[config.mk]
export PLATFORM = sky130hd
export DESIGN_NAME = gray_ctrl
export DESIGN_NICKNAME = d
export VERILOG_FILES = /design/src/rtl/gray_ctrl.sv
export SDC_FILE = /design/constraint.sdc
export NUM_CORES = 1
export LEC_CHECK = 0
export ABC_AREA = 1
export BUFFER_PORTS_ARGS = -buffer_cell sky130_fd_sc_hd__buf_2
export CORE_MARGIN = 5
export CORE_UTILIZATION = 32
export CTS_CLUSTER_SIZE = 16
export DETAILED_ROUTE_END_ITERATION = 10
export GPL_ROUTABILITY_DRIVEN = 0
export PLACE_DENSITY = 0.55
export SLEW_MARGIN = 20
export SYNTH_ARGS = -nofsm -noshare
export SYNTH_HDL_FRONTEND = slang
export SYNTH_SLANG_ARGS = --single-unit
[constraint.sdc]
create_clock -name clk -period 1.5 [get_ports clk]
set_clock_uncertainty 0.15 [all_clocks]
set_input_delay 0.15 -clock clk [delete_from_list [all_inputs] [get_ports clk]]
set_output_delay 0.15 -clock clk [all_outputs]
set_load 0.005 [all_outputs]
[src/rtl/gray_ctrl.sv]
// ============================================================================
// Module      : gray_ctrl
// Description : Run controller for a 3-bit Gray counter. It issues exactly Len
//               enable steps per run, counts wraps and checks the Gray sequence.
// Revision    : 1.0 - initial release
// ============================================================================
`default_nettype none

module gray_ctrl #(
  parameter int LEN_W  = 8,
  parameter int WRAP_W = 4
) (
  input  logic              clk,
  input  logic              rst,
  input  logic              i_start,
  input  logic [LEN_W-1:0]  i_len,
  input  logic              i_pause,
  input  logic              i_abort,
  input  logic [2:0]        i_gray,
  input  logic              i_ovf,
  output logic              o_cnt_en,
  output logic              o_cnt_clr,
  output logic              o_busy,
  output logic              o_done,
  output logic [WRAP_W-1:0] o_wraps,
  output logic              o_err
);

  localparam logic [WRAP_W-1:0] c_wrap_max = {WRAP_W{1'b1}};

  typedef enum logic [1:0] {
    S_IDLE = 2'd0,
    S_CLR  = 2'd1,
    S_RUN  = 2'd2,
    S_DONE = 2'd3
  } state_t;

  state_t             r_state;
  logic [LEN_W-1:0]   r_rem;
  logic [WRAP_W-1:0]  r_wraps;
  logic               r_err;
  logic [2:0]         r_prev_gray;
  logic               r_prev_ovf;
  logic               r_prev_en;
  logic               r_first;

  logic               w_cnt_en;
  logic [2:0]         w_diff;
  logic               w_one_bit;
  logic               w_viol;

  // Enable follows Pause within the same RUN cycle so the step count stays
  // exact; Abort also gates it so the aborting cycle never steps the counter.
  assign w_cnt_en  = (r_state == S_RUN) && !i_pause && !i_abort;

  assign w_diff    = i_gray ^ r_prev_gray;
  assign w_one_bit = (w_diff != 3'd0) && ((w_diff & (w_diff - 3'd1)) == 3'd0);
  assign w_viol    = r_prev_en ? !w_one_bit : (w_diff != 3'd0);

  always_ff @(posedge clk or posedge rst) begin
    if (rst) begin
      r_state     <= S_IDLE;
      r_rem       <= '0;
      r_wraps     <= '0;
      r_err       <= 1'b0;
      r_prev_gray <= 3'd0;
      r_prev_ovf  <= 1'b0;
      r_prev_en   <= 1'b0;
      r_first     <= 1'b0;
    end else begin
      r_prev_gray <= i_gray;
      r_prev_ovf  <= i_ovf;
      r_prev_en   <= w_cnt_en;
      r_first     <= (r_state == S_CLR);

      case (r_state)
        S_IDLE: begin
          if (i_start) begin
            r_wraps <= '0;
            r_err   <= 1'b0;
            r_rem   <= i_len;
            r_state <= (i_len == '0) ? S_DONE : S_CLR;
          end
        end
        S_CLR: begin
          r_state <= i_abort ? S_IDLE : S_RUN;
        end
        S_RUN: begin
          if (i_ovf && !r_prev_ovf && (r_wraps != c_wrap_max)) begin
            r_wraps <= r_wraps + WRAP_W'(1);
          end
          // The first RUN cycle still compares against the pre-clear sample.
          if (!r_first && w_viol) begin
            r_err <= 1'b1;
          end
          if (i_abort) begin
            r_state <= S_IDLE;
          end else if (w_cnt_en) begin
            if (r_rem == LEN_W'(1)) begin
              r_rem   <= '0;
              r_state <= S_DONE;
            end else begin
              r_rem <= r_rem - LEN_W'(1);
            end
          end
        end
        S_DONE: begin
          r_state <= S_IDLE;
        end
        default: begin
          r_state <= S_IDLE;
        end
      endcase
    end
  end

  assign o_cnt_en  = w_cnt_en;
  assign o_cnt_clr = (r_state == S_CLR);
  assign o_busy    = (r_state == S_CLR) || (r_state == S_RUN);
  assign o_done    = (r_state == S_DONE);
  assign o_wraps   = r_wraps;
  assign o_err     = r_err;

endmodule

`default_nettype wire

### After elaboration in Yosys (flattened, before gate mapping)

Index checks and enable logic that the tools add are counted.
Widths: inputs -> output; s select.

| word-level totals | value |
|---|---|
| logic and storage cells | 65 |
| register bits | 21 |

| operators by class | value |
|---|---|
| multiplexer cells | 19 |
| eq/ne operators | 12 |
| add/subtract/negate cells | 3 |
| reduce and logical (&&, ||, !) cells | 21 |
| bitwise logic cells | 2 |

Operators by type and width:

| kind | count |
|---|---|
| $mux 8 | 4 |
| $pmux 8 s2 | 1 |
| $mux 2 | 6 |
| $reduce_and 3->1 | 3 |
| $eq 8x1->1 const B | 1 |
| $logic_not 8->1 | 1 |
| $mux 4 | 2 |
| $pmux 2 s4 | 1 |
| $pmux 4 s2 | 1 |
| $sub 8x1->8 const B | 1 |
| $logic_and 1x1->1 | 6 |
| $ne 2x2->1 const B | 3 |
| $logic_not 1->1 | 5 |
| $add 4x1->4 const B | 1 |
| $eq 2x2->1 const B | 2 |
| $ne 2x1->1 const B | 2 |
| $ne 4x4->1 const B | 1 |
| $reduce_and 4->1 | 1 |
| $and 3x3->3 | 1 |
| $logic_not 3->1 | 1 |
| $mux 1 | 3 |
| $ne 3x2->1 const B | 1 |
| $ne 3x3->1 const B | 1 |
| $reduce_bool 3->1 | 1 |
| 7 further kinds | 7 |

### Logic depth before layout (Yosys ltp)

Gate-level depths: netlist of the first run.

| depth | value |
|---|---|
| word-level depth | 10 |
| mapped depth | 11 |

### Worst setup path before layout of the first run

Ideal clock, no wire load.

| timing path | value |
|---|---|
| path type | register -> register |
| from | register r_state[0] |
| to | register r_rem[6] |
| required time | 1223 ps |
| slack | -108 ps |
| clock period less this slack | 1608 ps |
| data arrival time | 1330 ps |
| stages on the path, launching flop included | 9 |
| path buffers | 2 |
| cell sequence | dfrtp_1 -> inv_1 -> ha_1 -> buf_4 -> o22ai_2 -> nand2_1 -> buf_4 -> a21oi_1 -> a22oi_1 |

| on the way | value |
|---|---|
| word-level cells in the longest chain between the ends | 5 |
| elaborated cells on any way between the ends | 10 |
| those cells by class | 4 x eq/ne; 1 x mux; 5 x reduce/logical |

Ends and longest elaborated chain:

| what | line | RTL |
|---|---|---|
| start: declaration | 38 | `state_t r_state;` |
| start signal: assignment | 82 | `r_state <= (i_len == '0) ? S_DONE : S_CLR;` |
| start signal: assignment | 86 | `r_state <= i_abort ? S_IDLE : S_RUN;` |
| $eq 2x2->1 | 54, 76 |  |
| $logic_and 1x1->1 (2 in series) | 54 | `assign w_cnt_en = (r_state == S_RUN) && !i_pause && !i_abort;` |
| $ne 2x2->1 (no source line) | n/a |  |
| $reduce_and 4->1 (no source line) | n/a |  |
| end signal: assignment | 81 | `r_rem <= i_len;` |
| end signal: assignment | 103 | `r_rem <= r_rem - LEN_W'(1);` |
| end: declaration | 39 | `logic [LEN_W-1:0] r_rem;` |

Several ways; a longest one is shown, not always the timed one.
A chain may end at the register's enable or synchronous reset.

### Worst setup path after layout of the first run

| timing path | value |
|---|---|
| from | register r_state[0] |
| to | output port o_cnt_en |

| on the way | value |
|---|---|
| word-level cells in the longest chain between the ends | 3 |

Ends and longest elaborated chain:

| what | line | RTL |
|---|---|---|
| $eq 2x2->1 | 54 |  |
| $logic_and 1x1->1 (2 in series) | 54 |  |
| end: declaration | 21 | `output logic o_cnt_en,` |

Every way passes these cells.

==> results of run 1 <==
==> where the power goes <==
group	switching (mW)	internal, mW
Clock	0.189	0.185
Sequential	0.160	0.755
Combinational	1.19	1.17
==> cells by family after synthesis <==
group / Yosys count / synth area share, %
fa+ha+maj: 7 / 6.660
buf+inv: 28 / 8.658
simple gates: 76 / 27.50
compound gates: 26 / 13.89
xor+xnor: 5 / 3.331
flops: 21 / 39.96
==> worst reg2reg max path, stage by stage, from the launching register on <==
cell	delay, ps
dfrtp_1	440
inv_2	110
ha_4	160
inv_6	50
o22ai_4	190
nand2_4	80
buf_6	140
a21oi_2	110
a22oi_2	60
==> repair_timing <==
item,CTS,global route
setup buffers,3,7
hold buffers,6,0
gates resized for setup,14,33
endpoints found under the setup margin,17,18
pin swaps,6,18
hold endpoints to repair,26,0
==> registers in the layout (all words and copies together), names as in the netlist <==
signal	count
r_prev_en	1
r_rem	8
r_prev_gray	3
r_state	2
r_first	1
r_prev_ovf	1
o_err	1
o_wraps	4
==> synth_stat cells <==
cell | instances | area [um2]
a22oi_1 | 5 | 37.54
xnor2_1 | 2 | 17.52
a21boi_0 | 1 | 7.510
ha_1 | 7 | 87.58
inv_2 | 7 | 26.28
o21ai_0 | 2 | 10.01
nor2_1 | 8 | 30.03
a21oi_4 | 1 | 16.27
nand3_2 | 1 | 10.01
or2_0 | 1 | 6.260
buf_4 | 2 | 15.01
o21ai_1 | 4 | 20.02
dfrtp_1 | 21 | 525.5
nand4_1 | 4 | 25.02
nor4_1 | 2 | 12.51
nand2_2 | 3 | 18.77
o22ai_2 | 1 | 12.51
a21oi_1 | 4 | 20.02
inv_1 | 18 | 67.56
o31ai_1 | 3 | 22.52
a31oi_1 | 2 | 12.51
nor2_4 | 4 | 45.04
nand3_1 | 12 | 60.06
nand2_1 | 41 | 153.9
o211ai_1 | 1 | 7.510
buf_2 | 1 | 5.000
xor2_1 | 3 | 26.28
a21oi_2 | 1 | 8.760
a21o_1 | 1 | 7.510
==> how the worst max path moves through the flow <==
stage | start | to | slack (ps) | cells after the start
after floorplan | r_state[0] | r_rem[0] | -40 | 9
after global placement | r_state[0] | r_rem[5] | -70 | 8
after detailed placement | r_state[1] | r_rem[6] | -120 | 9
after CTS | r_state[1] | r_rem[6] | -110 | 9
after global routing | r_state[1] | r_rem[5] | -180 | 8
final | r_state[0] | o_cnt_en | -110 | 6
==> final cells by class <==
type                            count  area share, %
Timing Repair Buffer               62          22.58
Inverter                           25          5.244
Clock inverter                      1         0.2468
Tap cell                           50          3.085
Multi-Input combinational cell    114          40.90
Sequential cell                    21          25.91
Clock buffer                        3          2.036
==> placed cells by master (no fill, tap or decap), types with 5 or more instances in the layout <==
cell type | Yosys | layout
buf_6 | 0 | 8
nand2_1 | 41 | 36
inv_2 | 7 | 10
buf_2 | 1 | 22
nor2_4 | 4 | 5
dlygate4sd3_1 | 0 | 5
ha_4 | 0 | 5
nor2_1 | 8 | 6
dfrtp_1 | 21 | 21
nand3_1 | 12 | 11
buf_4 | 2 | 26
o21ai_1 | 4 | 5
inv_1 | 18 | 13
nand2_2 | 3 | 5
==> per-stage QoR <==
step	std cells	total power, mW
6_report	276	3.656
5_1_grt	276	3.912
4_1_cts	270	3.211
3_5_place_dp	257	2.670
3_3_place_gp	257	2.657
2_1_floorplan	163	2.010
==> routing by layer <==
metal | GRT usage [%] | share of wire [%] | vias to the layer above
li1 | - | - | 657
met1 | 15.10 | 45 | 591
met2 | 18.41 | 50 | 18
met3 | 2.162 | 3.7 | 4
met4 | 4.829 | 1.2 | 0
met5 | 0 | 0 | -
==> summary.txt, run 1 <==
Logic synthesis
  • Synth cell types: 29
  • Synth warnings: 0
  • Mapped cell area: between 0.001 and 0.0015 mm2
  • Synth Area per Inst: approximately 8.1 um2
  • Syn_nets: about 190
  • Gate Count Post-Synth: approximately 160
  • Sequential area share after synthesis: 39.96%
  • FF+latch count, synth: 21

Clock tree
  • Clock slew at reported path FFs: approximately 70 ps
  • Total CTS buffers: 3
  • CTS tree: yes
  • H-Tree Depth: 1
  • Clock Path Buffers: 2
  • # clock sinks: 21
  • CTS root buffer: clkbuf_8
  • Clk_lat worst skew: approximately 260 ps

Global routing
  • Gr ovfl total: 0
  • Global-route wire length before repair: roughly 4.8 mm
  • Largest net degree at the start of global routing: 22
  • Vias in the first global route: ~1100
  • Total track usage: between 10% and 20%
  • Initial antenna violation count: 0

Setup path
  • Reg2Reg Depth: 8
  • Top delay family on crit path: flip-flops
  • RR Startpoint: r_state[1]
  • Worst Path Max Fanout: 3
  • Reg-to-Reg End: r_rem[5]
  • Critical Setup Path Class: flip-flop to primary output
  • Worst path max stage delay: roughly 390 ps
  • CP max-delay cell: dfrtp_1
  • Crit path launch type: flip-flop
  • Required time worst endpoint: 1200 ps
  • Crit path buf inv count: 3
  • WP data arrival: 1310 ps
  • Critical Path Sink Type: primary output
  • CP cell instances: inv_2 -> ha_4 -> nand2_4 -> buf_6 -> nor2_4 -> buf_2
  • Flop-to-flop setup slack: -110 ps

Hold path
  • Type of the most critical hold path: primary input to flip-flop
  • Hold Crit Start: i_len[3]
  • WHS Endpoint: r_rem[3]
  • Hold Crit Depth: 3

Cells and area
  • Register area: around 530 um2
  • Layout fillers: around 360
  • Layout cells sized above 1: 46.02%
  • Final #Nets: between 200 and 300
  • Synth-to-Final Area Change: 54.23%
  • Footprint of the multi-input gates: 829.5 um2
  • Diode count: 0
  • Final Util: between 50% and 60%
  • Fin area: between 0.002 and 0.0025 mm2

Timing
  • Fmax: 621.2 MHz
  • Final worst path period share: 107.3%
  • Endpoints failing setup: 17
  • Min Hold Slack: 7.852 ps
  • RSZ-0062 raised after global routing: true
  • Final worst slack: -109.8 ps
  • Min Tclk post-route: ~1600 ps
  • Final-report hold violation count: 0
  • Max-slew headroom: approximately three quarters
  • Sum Neg Setup Slack: -978.6 ps
  • Worst-Margin Slew: about 370 ps
  • Max Transition Viols Final: 0

Place
  • Detailed placement HPWL: 2.277 mm
  • Placed Area: 0.001670 mm2
  • Place WS: -118.7 ps
  • IO buf count: 25

Detailed routing
  • DRC errors left: 0
  • Iter 0 DRT Violations: 29
  • Post-DR vias/cell: 4.601
  • Via count: between 1000 and 1500
  • WL per Instance: between 10 and 15 um
  • Drt pass-1 iters: 4
  • Post-route ant nets: 0
  • Total wire length: ~3.3 mm

Power
  • Worst vdd ir: 0.9719 mV
  • Pwr per Cell Area: about 1800 mW/mm2
  • Static Leak: 1.005 nW

Die
  • Boundary Pins: 26
  • Die area: about 0.0055 mm2
  • FP Rows: 23
  • Initial Utilization: 32.87%
  • Chip Width: roughly 74 um
  • Core region area: 0.004000 mm2
  • Die Height: between 70 and 80 um

Status
  • Outcome: complete, but fails checks
  • Failing checks: negative setup slack

Run
  • Max cap viols: 0
No activity file was read; power rests on OpenSTA's default activity.
==> inputs of run 2 (changes only) <==
--- a/config.mk
+++ b/config.mk
@@ -12,7 +12,7 @@
 export CTS_CLUSTER_SIZE = 16
 export DETAILED_ROUTE_END_ITERATION = 10
 export GPL_ROUTABILITY_DRIVEN = 0
-export PLACE_DENSITY = 0.55
+export PLACE_DENSITY = 0.53
 export SLEW_MARGIN = 20
 export SYNTH_ARGS = -nofsm -noshare
 export SYNTH_HDL_FRONTEND = slang
==> constraint.sdc (replaced) <==
create_clock -name clk -period 1.7 [get_ports clk]
set_clock_uncertainty 0.15 [all_clocks]
set_input_delay 0.17 -clock clk [delete_from_list [all_inputs] [get_ports clk]]
set_output_delay 0.17 -clock clk [all_outputs]
set_load 0.005 [all_outputs]
==> summary.txt, run 2 (synthesized netlist as in run 1, its figures left out) <==
Timing
  • Endpoints failing setup: 0 (-17)
  • Sum Neg Setup Slack: 0 ps (+978.6 ps)
  • Max Transition Viols Final: 0 (unchanged)
  • Min Tclk post-route: 1642 ps
  • RSZ-0062 raised after global routing: true
  • Final worst path period share: a little over nine tenths
  • Worst-Margin Slew: 451.4 ps (+79.97 ps)
  • Max-slew headroom: 69.88% (-5.1 points)
  • Fmax: between 600 and 700 MHz
  • Final worst slack: 57.79 ps (+167.6 ps)
  • Final-report hold violation count: 0 (unchanged)

Detailed routing
  • Post-DR vias/cell: 4.741 (+3.0%)
  • Via count: 1228 (-3.3%)
  • Drt pass-1 iters: 4 (unchanged)
  • Total wire length: 3.140 mm (-5.9%)
  • WL per Instance: 12.12 um (+0.30%)
  • Routed met3 length: 138 um (+10%)
  • DRC errors left: 0 (unchanged)
  • Routed length on met1: 1.460 mm (-3.4%)
  • Detailed route wirelength on metal2: 1.484 mm (-10%)
  • Post-route ant nets: 0 (unchanged)
  • Iter 0 DRT Violations: 79 (+170%)
  • Highest metal used: met4

Cells and area
  • Max reg flops: 8 (unchanged)
  • Layout cells sized above 1: 33.01% (-13 points)
  • Final #Nets: 234 (-6.8%)
  • Synth-to-Final Area Change: 36.54%
  • Most common cell after layout, fill and taps aside: nand2_1
  • Biggest register: r_rem
  • Final Non-Filler Cells: 259 (-6.2%)
  • Final Util: 44.89% (-5.8 points)
  • Commonest cells after routing, fill and taps aside: nand2_1 (39), buf_2 (25), dfrtp_1 (21)
  • Diode count: 0 (unchanged)

Clock tree
  • H-Tree Depth: 1 (unchanged)
  • Total CTS buffers: 3 (unchanged)
  • Clock Path Buffers: 2 (unchanged)
  • CTS root buffer: clkbuf_8
  • CTS tree: yes
  • Clk_lat worst skew: 270 ps (about the same)
  • Clock slew at reported path FFs: 80 ps (about the same)
  • # clock sinks: 21 (unchanged)

Place
  • Detailed placement HPWL: 2.330 mm (+2.3%)
  • IO buf count: 25 (unchanged)
  • Place WS: -52.91 ps (+65.76 ps)
  • Placed instance count: 243 (-5.4%)

Power
  • Clk pwr share: 12.8% (+2.6 points)
  • Static Leak: 0.9071 nW (-9.8%)
  • Worst vdd ir: 0.7563 mV (-22%)
  • P_int: 1.505 mW (-29%)
  • Logic pwr share: 57.3% (-7.4 points)
  • Final Total Pwr: 2.696 mW (-26%)
  • Pwr per Cell Area: 1501 mW/mm2 (-17%)
  • Net Sw Frac: 44.15% (+2.0 points)
  • Sequential share of power: 29.9% (+4.9 points)
  • Switching power total: 1.190 mW (-23%)

Setup path
  • WP data arrival: 1650 ps (+340 ps)
  • Critical Path Sink Type: flip-flop
  • Worst Path Max Fanout: 8 (+5)
  • Crit path launch type: flip-flop
  • Critical Setup Path Class: flip-flop to flip-flop
  • Required time worst endpoint: 1700 ps (+500 ps)

Run
  • Max cap viols: 0 (unchanged)

Hold path
  • Type of the most critical hold path: primary input to flip-flop

Die
  • Die area: 0.005492 mm2 (unchanged)
  • Core region area: 0.004000 mm2 (unchanged)
  • FP Rows: 23 (unchanged)
  • Die Height: 74.11 um (unchanged)
  • Chip Width: 74.11 um (unchanged)
  • Boundary Pins: 26 (unchanged)
  • Initial Utilization: 32.87% (unchanged)

Global routing
  • Largest net degree at the start of global routing: 14 (-36%)
  • Vias in the first global route: 1187 (+6.9%)
  • Total track usage: 12.20% (+0.73 points)
  • Gr ovfl total: 0 (unchanged)
  • Global-route wire length before repair: 5.209 mm (+7.8%)
  • Initial antenna violation count: 0 (unchanged)

Status
  • Outcome: completed
## run 2: changes by cell type in the layout (fill, tap and decap cells not counted), moves of 4 or more
cell / change
a21oi_2: -4
inv_1: +4
buf_6: -6
buf_4: -15
a21oi_1: +4
nand2_2: -4
inv_2: -4
ha_4: -4
## run 2: power groups by stage
stage	Sequential, mW	Clock (mW)	Combinational, mW
floorplan	0.790	0	0.928
global placement	0.803	0	1.23
detailed placement	0.812	0	1.26
CTS	0.805	0.355	1.40
global route	0.825	0.380	1.75
finish	0.806	0.346	1.54
## run 2: repair_timing
item	CTS	global route
setup buffers	3	3
resized for setup	8	12
setup endpoints to repair	10	7
gates cloned	0	0
pin swaps	0	5
hold buffers	6	0
endpoints found under the hold margin	14	0
## run 2: layout make-up
| cell class | count | area, um2 |
|---|---|---|
| clock inverter | 1 | 7.507 |
| multi-input combinational | 114 | 749.5 |
| tap | 50 | 62.56 |
| sequential | 21 | 525.5 |
| inverter | 25 | 98.84 |
| timing repair buffer | 45 | 310.3 |
| clock buffer | 3 | 41.29 |
| fill | 399 | 2205 |
## run 2: worst paths after layout
path                       startpoint              to  slack (ps)  cells past startpoint
max reg2reg                r_state[1]      o_wraps[2]          60                      9
max in group asynchronous         rst        r_rem[2]         690                      4
max                        r_state[1]      o_wraps[2]          60                      9
min                          i_len[3]        r_rem[3]          20                      3
min in group asynchronous         rst  r_prev_gray[1]         290                      3
min reg2reg                     o_err           o_err         350                      2
## run 2: worst max-delay path, stage by stage, from the launching register on
cell and delay, ps:
dfrtp_1 390, inv_1 70, ha_2 190, inv_4 80, nor2_4 40, buf_4 140
a21oi_4 170, nand2_4 120, nand2_1 100, o31ai_2 70
## run 2: per-stage QoR
step | hold slack (ps) | instance area, um2
finish | 23.90 | 1795
detailed placement | 46.11 | 1555
CTS | 24.02 | 1722
floorplan | -3.472 | 1315
global placement | 42.99 | 1555
global route | 32.65 | 1795
## run 2: routing by layer
layer	global-route usage, %	vias up
met5	0	-
li1	-	627
met1	15.78	564
met3	2.432	7
met4	4.225	0
met2	20.28	30
